## src/rtl/alu_seq_pkg.sv

```systemverilog
// Shared widths, ALU op codes and sequencer state type for alu_sequencer.
package alu_seq_pkg;

    localparam int unsigned DATA_W   = 4;
    localparam int unsigned ADDR_W   = 2;
    localparam int unsigned NUM_REGS = 4;
    localparam int unsigned OP_W     = 3;
    localparam int unsigned CNT_W    = 4;

    // Control code bit 2 = L, bit 1 = M, bit 0 = N on the ALU.
    localparam logic [OP_W-1:0] OP_NEGA = 3'b000;
    localparam logic [OP_W-1:0] OP_NEGB = 3'b001;
    localparam logic [OP_W-1:0] OP_ADD  = 3'b010;
    localparam logic [OP_W-1:0] OP_SUB  = 3'b011;
    localparam logic [OP_W-1:0] OP_AND  = 3'b100;
    localparam logic [OP_W-1:0] OP_OR   = 3'b101;
    localparam logic [OP_W-1:0] OP_MUL  = 3'b110;
    localparam logic [OP_W-1:0] OP_XOR  = 3'b111;

    typedef enum logic {
        S_IDLE   = 1'b0,
        S_SETTLE = 1'b1
    } state_e;

endpackage

```

## src/rtl/alu_seq_regfile.sv

```systemverilog
// 4x4 register file: two combinational read ports, one synchronous write port
// shared between loads and ALU write-back.
module alu_seq_regfile
    import alu_seq_pkg::*;
(
    input  logic              clk_i,
    input  logic              reset_i,
    input  logic [ADDR_W-1:0] rd_addr_a_i,
    input  logic [ADDR_W-1:0] rd_addr_b_i,
    output logic [DATA_W-1:0] rd_data_a_o,
    output logic [DATA_W-1:0] rd_data_b_o,
    input  logic              load_we_i,
    input  logic [ADDR_W-1:0] load_addr_i,
    input  logic [DATA_W-1:0] load_data_i,
    input  logic              wb_we_i,
    input  logic [ADDR_W-1:0] wb_addr_i,
    input  logic [DATA_W-1:0] wb_data_i
);

    logic [DATA_W-1:0] regs_q [NUM_REGS];

    assign rd_data_a_o = regs_q[rd_addr_a_i];
    assign rd_data_b_o = regs_q[rd_addr_b_i];

    // Loads only happen in IDLE and write-back only leaves SETTLE, so the two
    // enables are never high together; load still wins if they were.
    always_ff @(posedge clk_i) begin
        if (reset_i) begin
            for (int unsigned i = 0; i < NUM_REGS; i++) begin
                regs_q[i] <= '0;
            end
        end else if (load_we_i) begin
            regs_q[load_addr_i] <= load_data_i;
        end else if (wb_we_i) begin
            regs_q[wb_addr_i] <= wb_data_i;
        end
    end

endmodule

```

## src/rtl/alu_sequencer.sv

```systemverilog
// Initiator-side sequencer for the 4-bit ripple ALU. Optional result flags
// (res_zero/res_neg) are built when ALU_SEQ_FLAGS_EN is defined.
module alu_sequencer
    import alu_seq_pkg::*;
#(
    parameter int unsigned SETTLE_CYCLES = 2
) (
    input  logic              clk,
    input  logic              reset,
    input  logic              load_valid,
    output logic              load_ready,
    input  logic [ADDR_W-1:0] load_addr,
    input  logic [DATA_W-1:0] load_data,
    input  logic              instr_valid,
    output logic              instr_ready,
    input  logic [OP_W-1:0]   instr_op,
    input  logic [ADDR_W-1:0] instr_ra,
    input  logic [ADDR_W-1:0] instr_rb,
    input  logic [ADDR_W-1:0] instr_rd,
    output logic [DATA_W-1:0] alu_a,
    output logic [DATA_W-1:0] alu_b,
    output logic [OP_W-1:0]   alu_c,
    input  logic [DATA_W-1:0] alu_s,
    output logic              res_valid,
    output logic [DATA_W-1:0] res_data,
    output logic [ADDR_W-1:0] res_rd
`ifdef ALU_SEQ_FLAGS_EN
    ,
    output logic              res_zero,
    output logic              res_neg
`endif
);

    localparam logic [CNT_W-1:0] SETTLE_INIT = CNT_W'(SETTLE_CYCLES);

    state_e            state_q, state_d;
    logic [CNT_W-1:0]  cnt_q, cnt_d;
    logic [DATA_W-1:0] alu_a_q, alu_a_d;
    logic [DATA_W-1:0] alu_b_q, alu_b_d;
    logic [OP_W-1:0]   alu_c_q, alu_c_d;
    logic [ADDR_W-1:0] rd_q, rd_d;
    logic              res_valid_q, res_valid_d;
    logic [DATA_W-1:0] res_data_q, res_data_d;
    logic [ADDR_W-1:0] res_rd_q, res_rd_d;
`ifdef ALU_SEQ_FLAGS_EN
    logic              res_zero_q, res_zero_d;
    logic              res_neg_q, res_neg_d;
`endif

    logic              load_we;
    logic              wb_we;
    logic [DATA_W-1:0] rf_data_a;
    logic [DATA_W-1:0] rf_data_b;

    alu_seq_regfile u_regfile (
        .clk_i       (clk),
        .reset_i     (reset),
        .rd_addr_a_i (instr_ra),
        .rd_addr_b_i (instr_rb),
        .rd_data_a_o (rf_data_a),
        .rd_data_b_o (rf_data_b),
        .load_we_i   (load_we),
        .load_addr_i (load_addr),
        .load_data_i (load_data),
        .wb_we_i     (wb_we),
        .wb_addr_i   (rd_q),
        .wb_data_i   (alu_s)
    );

    always_comb begin
        state_d     = state_q;
        cnt_d       = cnt_q;
        alu_a_d     = alu_a_q;
        alu_b_d     = alu_b_q;
        alu_c_d     = alu_c_q;
        rd_d        = rd_q;
        res_valid_d = 1'b0;
        res_data_d  = res_data_q;
        res_rd_d    = res_rd_q;
`ifdef ALU_SEQ_FLAGS_EN
        res_zero_d  = res_zero_q;
        res_neg_d   = res_neg_q;
`endif
        load_we     = 1'b0;
        wb_we       = 1'b0;

        unique case (state_q)
            S_IDLE: begin
                if (load_valid) begin
                    load_we = 1'b1;
                end else if (instr_valid) begin
                    alu_a_d = rf_data_a;
                    alu_b_d = rf_data_b;
                    alu_c_d = instr_op;
                    rd_d    = instr_rd;
                    cnt_d   = SETTLE_INIT;
                    state_d = S_SETTLE;
                end
            end
            S_SETTLE: begin
                cnt_d = cnt_q - 1'b1;
                if (cnt_q == CNT_W'(1)) begin
                    res_data_d  = alu_s;
                    res_rd_d    = rd_q;
                    res_valid_d = 1'b1;
                    wb_we       = 1'b1;
`ifdef ALU_SEQ_FLAGS_EN
                    res_zero_d  = (alu_s == '0);
                    res_neg_d   = alu_s[DATA_W-1];
`endif
                    state_d     = S_IDLE;
                end
            end
            default: state_d = S_IDLE;
        endcase
    end

    always_ff @(posedge clk) begin
        if (reset) begin
            state_q     <= S_IDLE;
            cnt_q       <= '0;
            alu_a_q     <= '0;
            alu_b_q     <= '0;
            alu_c_q     <= '0;
            rd_q        <= '0;
            res_valid_q <= 1'b0;
            res_data_q  <= '0;
            res_rd_q    <= '0;
`ifdef ALU_SEQ_FLAGS_EN
            res_zero_q  <= 1'b0;
            res_neg_q   <= 1'b0;
`endif
        end else begin
            state_q     <= state_d;
            cnt_q       <= cnt_d;
            alu_a_q     <= alu_a_d;
            alu_b_q     <= alu_b_d;
            alu_c_q     <= alu_c_d;
            rd_q        <= rd_d;
            res_valid_q <= res_valid_d;
            res_data_q  <= res_data_d;
            res_rd_q    <= res_rd_d;
`ifdef ALU_SEQ_FLAGS_EN
            res_zero_q  <= res_zero_d;
            res_neg_q   <= res_neg_d;
`endif
        end
    end

    assign load_ready  = (state_q == S_IDLE);
    assign instr_ready = (state_q == S_IDLE) && !load_valid;
    assign alu_a       = alu_a_q;
    assign alu_b       = alu_b_q;
    assign alu_c       = alu_c_q;
    assign res_valid   = res_valid_q;
    assign res_data    = res_data_q;
    assign res_rd      = res_rd_q;
`ifdef ALU_SEQ_FLAGS_EN
    assign res_zero    = res_zero_q;
    assign res_neg     = res_neg_q;
`endif

endmodule

```

## config.mk

```make
export PLATFORM = sky130hd
export DESIGN_NAME = alu_sequencer
export DESIGN_NICKNAME = d
export VERILOG_FILES = /design/src/rtl/alu_seq_pkg.sv /design/src/rtl/alu_seq_regfile.sv /design/src/rtl/alu_sequencer.sv
export SDC_FILE = /design/constraint.sdc
export NUM_CORES = 1
export LEC_CHECK = 0
export ABC_CLOCK_PERIOD_IN_PS = 1900
export CORE_ASPECT_RATIO = 1.1
export CORE_MARGIN = 1.5
export CORE_UTILIZATION = 40
export CTS_CLUSTER_SIZE = 40
export DETAILED_ROUTE_END_ITERATION = 12
export PLACE_DENSITY = 0.65
export SLEW_MARGIN = 20
export SYNTH_ARGS = -nofsm -noshare
export SYNTH_HDL_FRONTEND = slang
export SYNTH_SLANG_ARGS = --single-unit
export TNS_END_PERCENT = 10
```

## constraint.sdc

```tcl
create_clock -name clk -period 1.9 [get_ports clk]
set_input_delay 0.285 -clock clk [delete_from_list [all_inputs] [get_ports clk]]
set_output_delay 0.285 -clock clk [all_outputs]
set_load 0.01 [all_outputs]
```

# After elaboration in Yosys (flattened, before gate mapping)
# Memories as Yosys holds them, arrays and structs flattened. A register that Yosys moved wholly into a read port is not among the register bits.
# Cells that the tools add are included.
# totals
register_bits	17
mem_bits_rw	16
n_memories	1
# mem_list
memory	words	width	read_ports	rd_ports_with_merged_regs	write_ports	line_no	text
u_regfile.regs_q	4	4	2	2	4	alu_seq_regfile.sv:20	logic [DATA_W-1:0] regs_q [NUM_REGS];
# classes
addsub	1
eq_ne	3
mux	26
bitwise	2
n_reduce_logical	7
# ops
cell	n
$mux W1	18
$mux W4	4
$pmux W4 S2	1
$reduce_or A4 Y1	2
$eq A4 B1 Y1 const B	1
$mux W2	2
$reduce_and A2 Y1	2
$sub A4 B1 Y4 const B	1
$reduce_and A3 Y1	1
$ne A2 B1 Y1 const B	1
$ne A2 B2 Y1 const B	1
$not A1 Y1	2
$pmux W1 S2	1
$logic_and A1 B1 Y1	1
$logic_not A1 Y1	1

# Logic depth before layout (Yosys ltp)
# Gate-level depths: netlist of run 1.
# depth
ltp_word	9
mapped_depth	6
mapped_depth_nobuf	5

# By module
# From an unflattened synthesis of run 1, not the netlist that was laid out.
# hier_totals
cells_unflattened	180
area_unflattened_um2	1895.6
# modules_own_cells
mod	n_inst	cells_per_inst	area_each_um2	seq_area_each_um2
alu_sequencer	1	110	957.2	500.5
alu_seq_regfile	1	70	938.4	480.5

# Least setup slack after synthesis of run 1
# Ideal clock, no wire load.
# synth_path
kind	reg-to-reg
startpoint	reg cnt_q[1]
endpoint	mem u_regfile.regs_q[1][0], enable pin
setup_ns	0.338
arrival_ns	1.400
required_time_ns	1.562
slack_ns	0.163
path_stages_with_launch	7
path_buffers	1
cell_sequence	dfxtp_1 > inv_1 > ha_1 > nand4bb_1 > clkbuf_1 > o22ai_1 > o21bai_1
# synth_rtl
item	line_no	text
start: declaration	alu_sequencer.sv:37	logic [CNT_W-1:0] cnt_q, cnt_d;
start signal: assignment	alu_sequencer.sv:135	cnt_q <= cnt_d;
end: declaration	alu_seq_regfile.sv:20	

==> results.md, run 1 <==
- Vias in the first global route: 1478
- Die height: 74.4 um
- PostCTS Resize Cnt: 0
- Core box area: 0.00438 mm2
- Critical path class: register to register
- Status: completed
- Synth-to-Final Area Change: 35.3%
- Synthesized area: 0.00185 mm2
- Post-Syn Nets: 203
- GP Congestion: 0.850
- F_max: roughly 0.57 GHz
- Max-cap viol count: 0
- Complex-gate fraction of the synthesized area: 0.124
- Root Driver: clkbuf_8
- Post-Route WL: 4.22 mm
- Crit-path max cell delay: 0.44 ns
- Critical-path cell list: inv_1 > ha_1 > and4bb_2 > a22oi_1 > nor4_1
- Total Power: 1.93 mW
- Clock Skews: roughly 0.0050 ns
- LEAKAGE: 0.867 nW
- Tmin final: 1.76 ns
- VDD IR-drop max: 0.433 mV
- IO Pins: between 40 and 50
- Latest clock arrival within the worst-skew pair: 0.28 ns
- Kind of cell adding the most delay to the critical path: simple AND/OR/NAND/NOR gates
- Slew Limit Fails: 0
- Initial DRC Count: 53
- Yosys reg bits: ~40
- RSZ-0062 raised after global routing: false
- Share of cells above drive strength 1: 0.147
- Bufs on Longest Clock Path: 2
- H-tree level count: 2
- Vias: 1567
- Setup Fix Bufs, Post-CTS: 0
- Largest family of logic cells by synthesized area: simple AND/OR/NAND/NOR gates
- Clock tree from TritonCTS: done
- Simple-gate share of the synthesized area: 0.197
- Port bufs: 42
- Worst-Margin Slew: 0.497 ns
- Post-synthesis xor/xnor area fraction: 0.00473
- First-pass GRT wire length: around 6.6 mm
- Cell taking the most area after synthesis: dfxtp_1
- DR pass1 iterations: 4
- Post-DP HPWL: 3.27 mm
- FP Rows: 25
- Mux cell area share after synthesis: 0.0973
- ANT cells: 0
- Final #Nets: 255
- Yosys top cell area share: 0.270
- WP buf/inv: 1
- Synth area leaders: dfxtp_1 (27%), edfxtp_1 (26%), mux4_2 (9.7%)
- Die area: 0.00505 mm2
- Hold_buf cts: 0
- Sequential area share after synthesis: 0.530
- Data arrival time of the worst path: 1.78 ns
- Post-synth cell types: 35
- Routed len/inst: 14.8 um
- Worst-path fanout max: 12
- Total congestion overflow: 0
- Largest net degree at the start of global routing: 18
- DRC viols: 0
- Final Core Density: 0.572
- Class of the worst hold path: register to register
- Initial antenna violation count: 0
- Power density over cell area: 771 mW/mm2
- Clk sinks: 41
- Hold Vio Cnt, Final: 0
- Antenna-violating nets left: 0
- Num CTS Buffers: 5
- DR vias/cell: 5.50
- Period Utilization, post-route: 0.925
- Synthesized instance count: 178
- Setup TNS: 0 ns
- Starting Density: 0.423
- Req. time, crit path: 1.92 ns
- Yosys warns: 0
- Die W: 67.9 um
- Crit start category: register
- Fraction of the mapped netlist area in adder cells: 0.0135
- Relative slew slack: 0.669
- CP max-delay cell: a22oi_1
- CP Capture Type: register
- Clk slew on worst S/H paths: 0.07 ns
- Setup-failing EPs final: 0
- GRT Resource Usage Total: 0.178
- Synth Area per Inst: 10.4 um2
[synthesized netlist by cell type (all sizes together)]
master   count
o21ai        1
edfxtp      16
o22ai        2
or4b         1
o21ba        1
buf          5
o22a         1
nor3b        1
o21bai       4
nand2       39
nand4bb      1
nor3         3
ha           2
a21oi       20
or3b         1
clkbuf       7
inv          3
a32oi        1
and2b        1
nor2        11
nor4        12
nand3        1
xor2         1
a211oi       1
nand2b       1
a22oi        5
dfxtp       25
nor2b        1
and4bb       1
mux4         8
or2          1
[tightest hold or removal path: stages (launching register included)]
cell and delay, ns:
dfxtp_1 0.31, nand2_1 0.05, a21oi_1 0.05
[cell families (layout without fill, tap and decap cells)]
group	after synthesis	after routing
AND/OR/NAND/NOR	75	75
flip-flops	41	41
AO/OA/AOI/OAI	36	36
buffers and inverters	15	68
multiplexers	8	8
adder cells (fa/ha/maj)	2	2
XOR/XNOR	1	1
[metal layers]
metal,GRT usage,part of all wire,vias to the layer above
met5,0,0,-
met4,0.0733,0.024,0
met3,0.0454,0.070,10
met2,0.313,0.50,57
met1,0.204,0.41,746
li1,-,-,754
[power by group]
group	internal (mW)	total, mW	switching (mW)
sequential	0.955	0.983	0.0273
clock	0.388	0.671	0.283
combinational	0.151	0.278	0.127
total	1.49	1.93	0.437
[registers in the layout (all words and copies together) (netlist names)]
signal            flops
u_regfile.regs_q     16
alu_a                 4
alu_b                 4
cnt_q                 4
res_data              4
alu_c                 3
rd_q                  2
res_rd                2
res_valid             1
state_q               1
[final timing paths]
check / slack (ns) / cells after the start / start / to
min reg2reg: 0.46 / 2 / alu_a[2]$_SDFFE_PP0P_ / alu_a[2]$_SDFFE_PP0P_
max: 0.14 / 5 / cnt_q[1]$_SDFFE_PP0P_ / u_regfile.regs_q[0][1]$_SDFFCE_PN0P_
min: 0.46 / 2 / alu_a[2]$_SDFFE_PP0P_ / alu_a[2]$_SDFFE_PP0P_
max reg2reg: 0.14 / 5 / cnt_q[1]$_SDFFE_PP0P_ / u_regfile.regs_q[0][1]$_SDFFCE_PN0P_
[metrics by stage]
stage | setup WS (ns) | cell area (um2) | cells | hold slack [ns]
detailed placement | -0.0217 | 2400 | 277 | 0.450
global placement | 0.0759 | 2400 | 277 | 0.440
global route | 0.00496 | 2510 | 285 | 0.473
finish | 0.142 | 2510 | 285 | 0.455
floorplan | 0.163 | 1850 | 178 | 0.421
CTS | 0.132 | 2510 | 285 | 0.460
[cell type report]
cell class / instances / area [um2]
clock buffer: 6 / 72.6
clock inverter: 2 / 33.8
fill: 370 / 1870
inverter: 3 / 11.3
multi-input combinational: 122 / 807
sequential: 41 / 981
tap: 54 / 67.6
timing repair buffer: 57 / 533
[cells in the final DEF, fill, tap and decap left out, types with 2 or more instances in the layout]
master and n:
a22oi_1 4, nand2_1 39, inv_1 3, buf_4 15, nor3_1 3, clkdlybuf4s50_1 42
a21oi_1 19, mux4_2 8, clkbuf_8 5, edfxtp_1 16, dfxtp_1 25, nor2_1 11
ha_1 2, o21bai_1 4, o22ai_1 2, nor4_1 12
(Power assumes the default switching activity.)
==> run 2, diff against run 1 <==
GPL_TIMING_DRIVEN = 0   (was not set)
==> run 2 against run 1 <==
Clock power down 6.6%. Maximum frequency decreased by 3.7%. Sequential cell count unchanged. Cell area down 0.85%. Global-route usage grew 0.15 points. Utilization fell by 0.49 points. Power is 2.8% lower. Register-to-register slack got worse by 0.07 ns. Combinational power is 3% lower. Largest power group unchanged. Highest routed layer unchanged. Critical path type unchanged.
==> results.md, run 2 (synthesis results as in run 1) <==
- Worst setup margin: 0.0758 ns (-0.0666 ns)
- ANT cells: 0 (unchanged)
- Latest clock arrival within the worst-skew pair: 0.29 ns (about the same)
- Worst hold margin: 0.455 ns (-0.000335 ns)
- CP Capture Type: register
- Clk sinks: 41 (unchanged)
- Die area: 0.00505 mm2 (unchanged)
- GRT Resource Usage Total: 0.179 (+0.00151)
- Reg power frac: 0.522 (+0.013)
- Synth-to-Final Area Change: 34.2%
- Crit start category: register
- Clk slew on worst S/H paths: 0.08 ns (about the same)
- Bufs on Longest Clock Path: 2 (unchanged)
- Total Power: 1.88 mW (-2.8%)
- Die W: 67.9 um (unchanged)
- Data arrival time of the worst path: 1.84 ns (+0.06 ns)
- Vias: 1497 (-4.5%)
- First-pass GRT wire length: 6.55 mm (-0.30%)
- Max-cap viol count: 0 (unchanged)
- Relative slew slack: 0.645 (-0.0236)
- Class of the worst hold path: register to register
- LEAKAGE: 0.853 nW (-1.7%)
- Antenna-violating nets left: 0 (unchanged)
- Period Utilization, post-route: 0.960 (+0.0351)
- Root Driver: clkbuf_8
- IO Pins: 43 (unchanged)
- Post-Route WL: 4.08 mm (-3.2%)
- Setup-failing EPs final: 0 (unchanged)
- Worst-Margin Slew: 0.532 ns (+0.0355 ns)
- Hold Vio Cnt, Final: 0 (unchanged)
- Routed len/inst: 14.4 um (-2.9%)
- Most frequent cells in the layout: clkdlybuf4s50_1 (42), nand2_1 (39), dfxtp_1 (25)
- H-tree level count: 2 (unchanged)
- Total congestion overflow: 0 (unchanged)
- NetSw: 0.453 mW (+3.6%)
- Critical path class: register to register
- DR pass1 iterations: 4 (unchanged)
- Top reg by flops: u_regfile.regs_q
- Hold_buf cts: 0 (unchanged)
- Req. time, crit path: 1.92 ns (about the same)
- Commonest non-fill, non-tap cell in the layout: clkdlybuf4s50_1
- Comb power frac: 0.144 (about the same)
- Setup slack at placement: -0.365 ns (-0.344 ns)
- DR vias/cell: 5.27 (-4.1%)
- Clock Power Share: 0.334 (-0.013)
- Starting Density: 0.423 (unchanged)
- Max FFs per register: 16 (unchanged)
- Slew Limit Fails: 0 (unchanged)
- Initial antenna violation count: 0 (unchanged)
- Cell-internal power: 1.42 mW (-4.7%)
- F_max: 0.548 GHz (-3.7%)
- Switching Share: 0.241 (+0.0149)
- Tmin final: 1.82 ns (+0.0666 ns)
- Port bufs: 42 (unchanged)
- Post-DP HPWL: 3.05 mm (-6.7%)
- DRC viols: 0 (unchanged)
- Worst-path fanout max: 10 (-2)
- Clock tree from TritonCTS: done
- Status: completed
- Share of cells above drive strength 1: 0.152 (+0.00499)
- Die height: 74.4 um (unchanged)
- GP Congestion: 0.810 (-4.6%)
- DP Area: 0.00234 mm2 (-2.5%)
- Design area: 0.00248 mm2 (-0.85%)
- Clock Skews: 0.00599 ns (+0.00104 ns)
- Power density over cell area: 755 mW/mm2 (-2.0%)
- Largest net degree at the start of global routing: 13 (-5)
- Initial DRC Count: 81 (+53%)
- Num CTS Buffers: 5 (unchanged)
- Final #Nets: 254 (-0.39%)
- Core box area: 0.00438 mm2 (unchanged)
- VDD IR-drop max: 0.309 mV (-29%)
- Vias in the first global route: 1376 (-6.9%)
- RSZ-0062 raised after global routing: true
- FP Rows: 25 (unchanged)
run 2: changes by cell type in the layout (fill, tap and decap cells not counted), moves of 2 or more:
cell	change
clkbuf_8	+2
clkbuf_1	+4
o21bai_1	-4
o21bai_2	+4
clkbuf_2	+2
buf_2	+3
buf_4	-12
run 2: final cells by class:
| class | count | area [um2] |
|---|---|---|
| Timing Repair Buffer | 44 | 435 |
| Tap cell | 54 | 67.6 |
| Clock inverter | 1 | 5.00 |
| Clock buffer | 7 | 96.3 |
| Buffer | 12 | 55.1 |
| Multi-Input combinational cell | 122 | 833 |
| Fill cell | 396 | 1890 |
| Sequential cell | 41 | 981 |
| Inverter | 3 | 11.3 |
run 2: per-layer routing:
| metal | wire length [um] | share of wire | up-vias | global-route usage |
|---|---|---|---|---|
| li1 | - | - | 748 | - |
| met1 | 1870 | 0.46 | 691 | 0.234 |
| met2 | 1910 | 0.47 | 56 | 0.286 |
| met3 | 266 | 0.065 | 2 | 0.0469 |
| met4 | 43 | 0.011 | 0 | 0.0667 |
| met5 | 0 | 0 | - | 0 |
run 2: worst paths after layout:
check             depth (start not counted)  slack, ns                                    to             startpoint
setup reg to reg                          7       0.08  u_regfile.regs_q[0][3]$_SDFFCE_PN0P_  cnt_q[1]$_SDFFE_PP0P_
hold / removal                            2       0.45                 alu_c[1]$_SDFFE_PP0P_  alu_c[1]$_SDFFE_PP0P_
hold reg to reg                           2       0.45                 alu_c[1]$_SDFFE_PP0P_  alu_c[1]$_SDFFE_PP0P_
setup / recovery                          7       0.08  u_regfile.regs_q[0][3]$_SDFFCE_PN0P_  cnt_q[1]$_SDFFE_PP0P_
run 2: power by group through the flow:
stage	clock [mW]	sequential [mW]	combinational, mW
floorplan	0	0.998	0.139
global placement	0	0.999	0.260
detailed placement	0	1.00	0.262
CTS	0.643	0.980	0.267
global route	0.678	0.986	0.297
finish	0.627	0.980	0.270
run 2: critical path, cell delays in order, from the launching register on:
cell and delay, ns:
dfxtp_1 0.35, inv_1 0.07, ha_1 0.19, and4bb_2 0.25
buf_2 0.20, a22oi_2 0.26, buf_4 0.20, nor4_1 0.05
run 2: metrics by stage:
| step | utilization | cells | setup TNS [ns] |
|---|---|---|---|
| finish | 0.567 | 284 | 0 |
| global route | 0.567 | 284 | -0.0385 |
| CTS | 0.562 | 284 | 0 |
| floorplan | - | 178 | 0 |
| global placement | 0.534 | 274 | -6.17 |
| detailed placement | 0.534 | 274 | -7.13 |
run 2: what timing repair did:
item,in CTS,in global routing
cloned,0,0
resized for setup,3,5
endpoints found under the setup margin,16,20
pin swaps,1,0
buffers inserted,2,0
==> run 3, diff against run 2 <==
CTS_CLUSTER_DIAMETER = 30   (was not set)
==> results of run 3 <==
The final DEF is identical to that of run 2; final timing and power are the same.
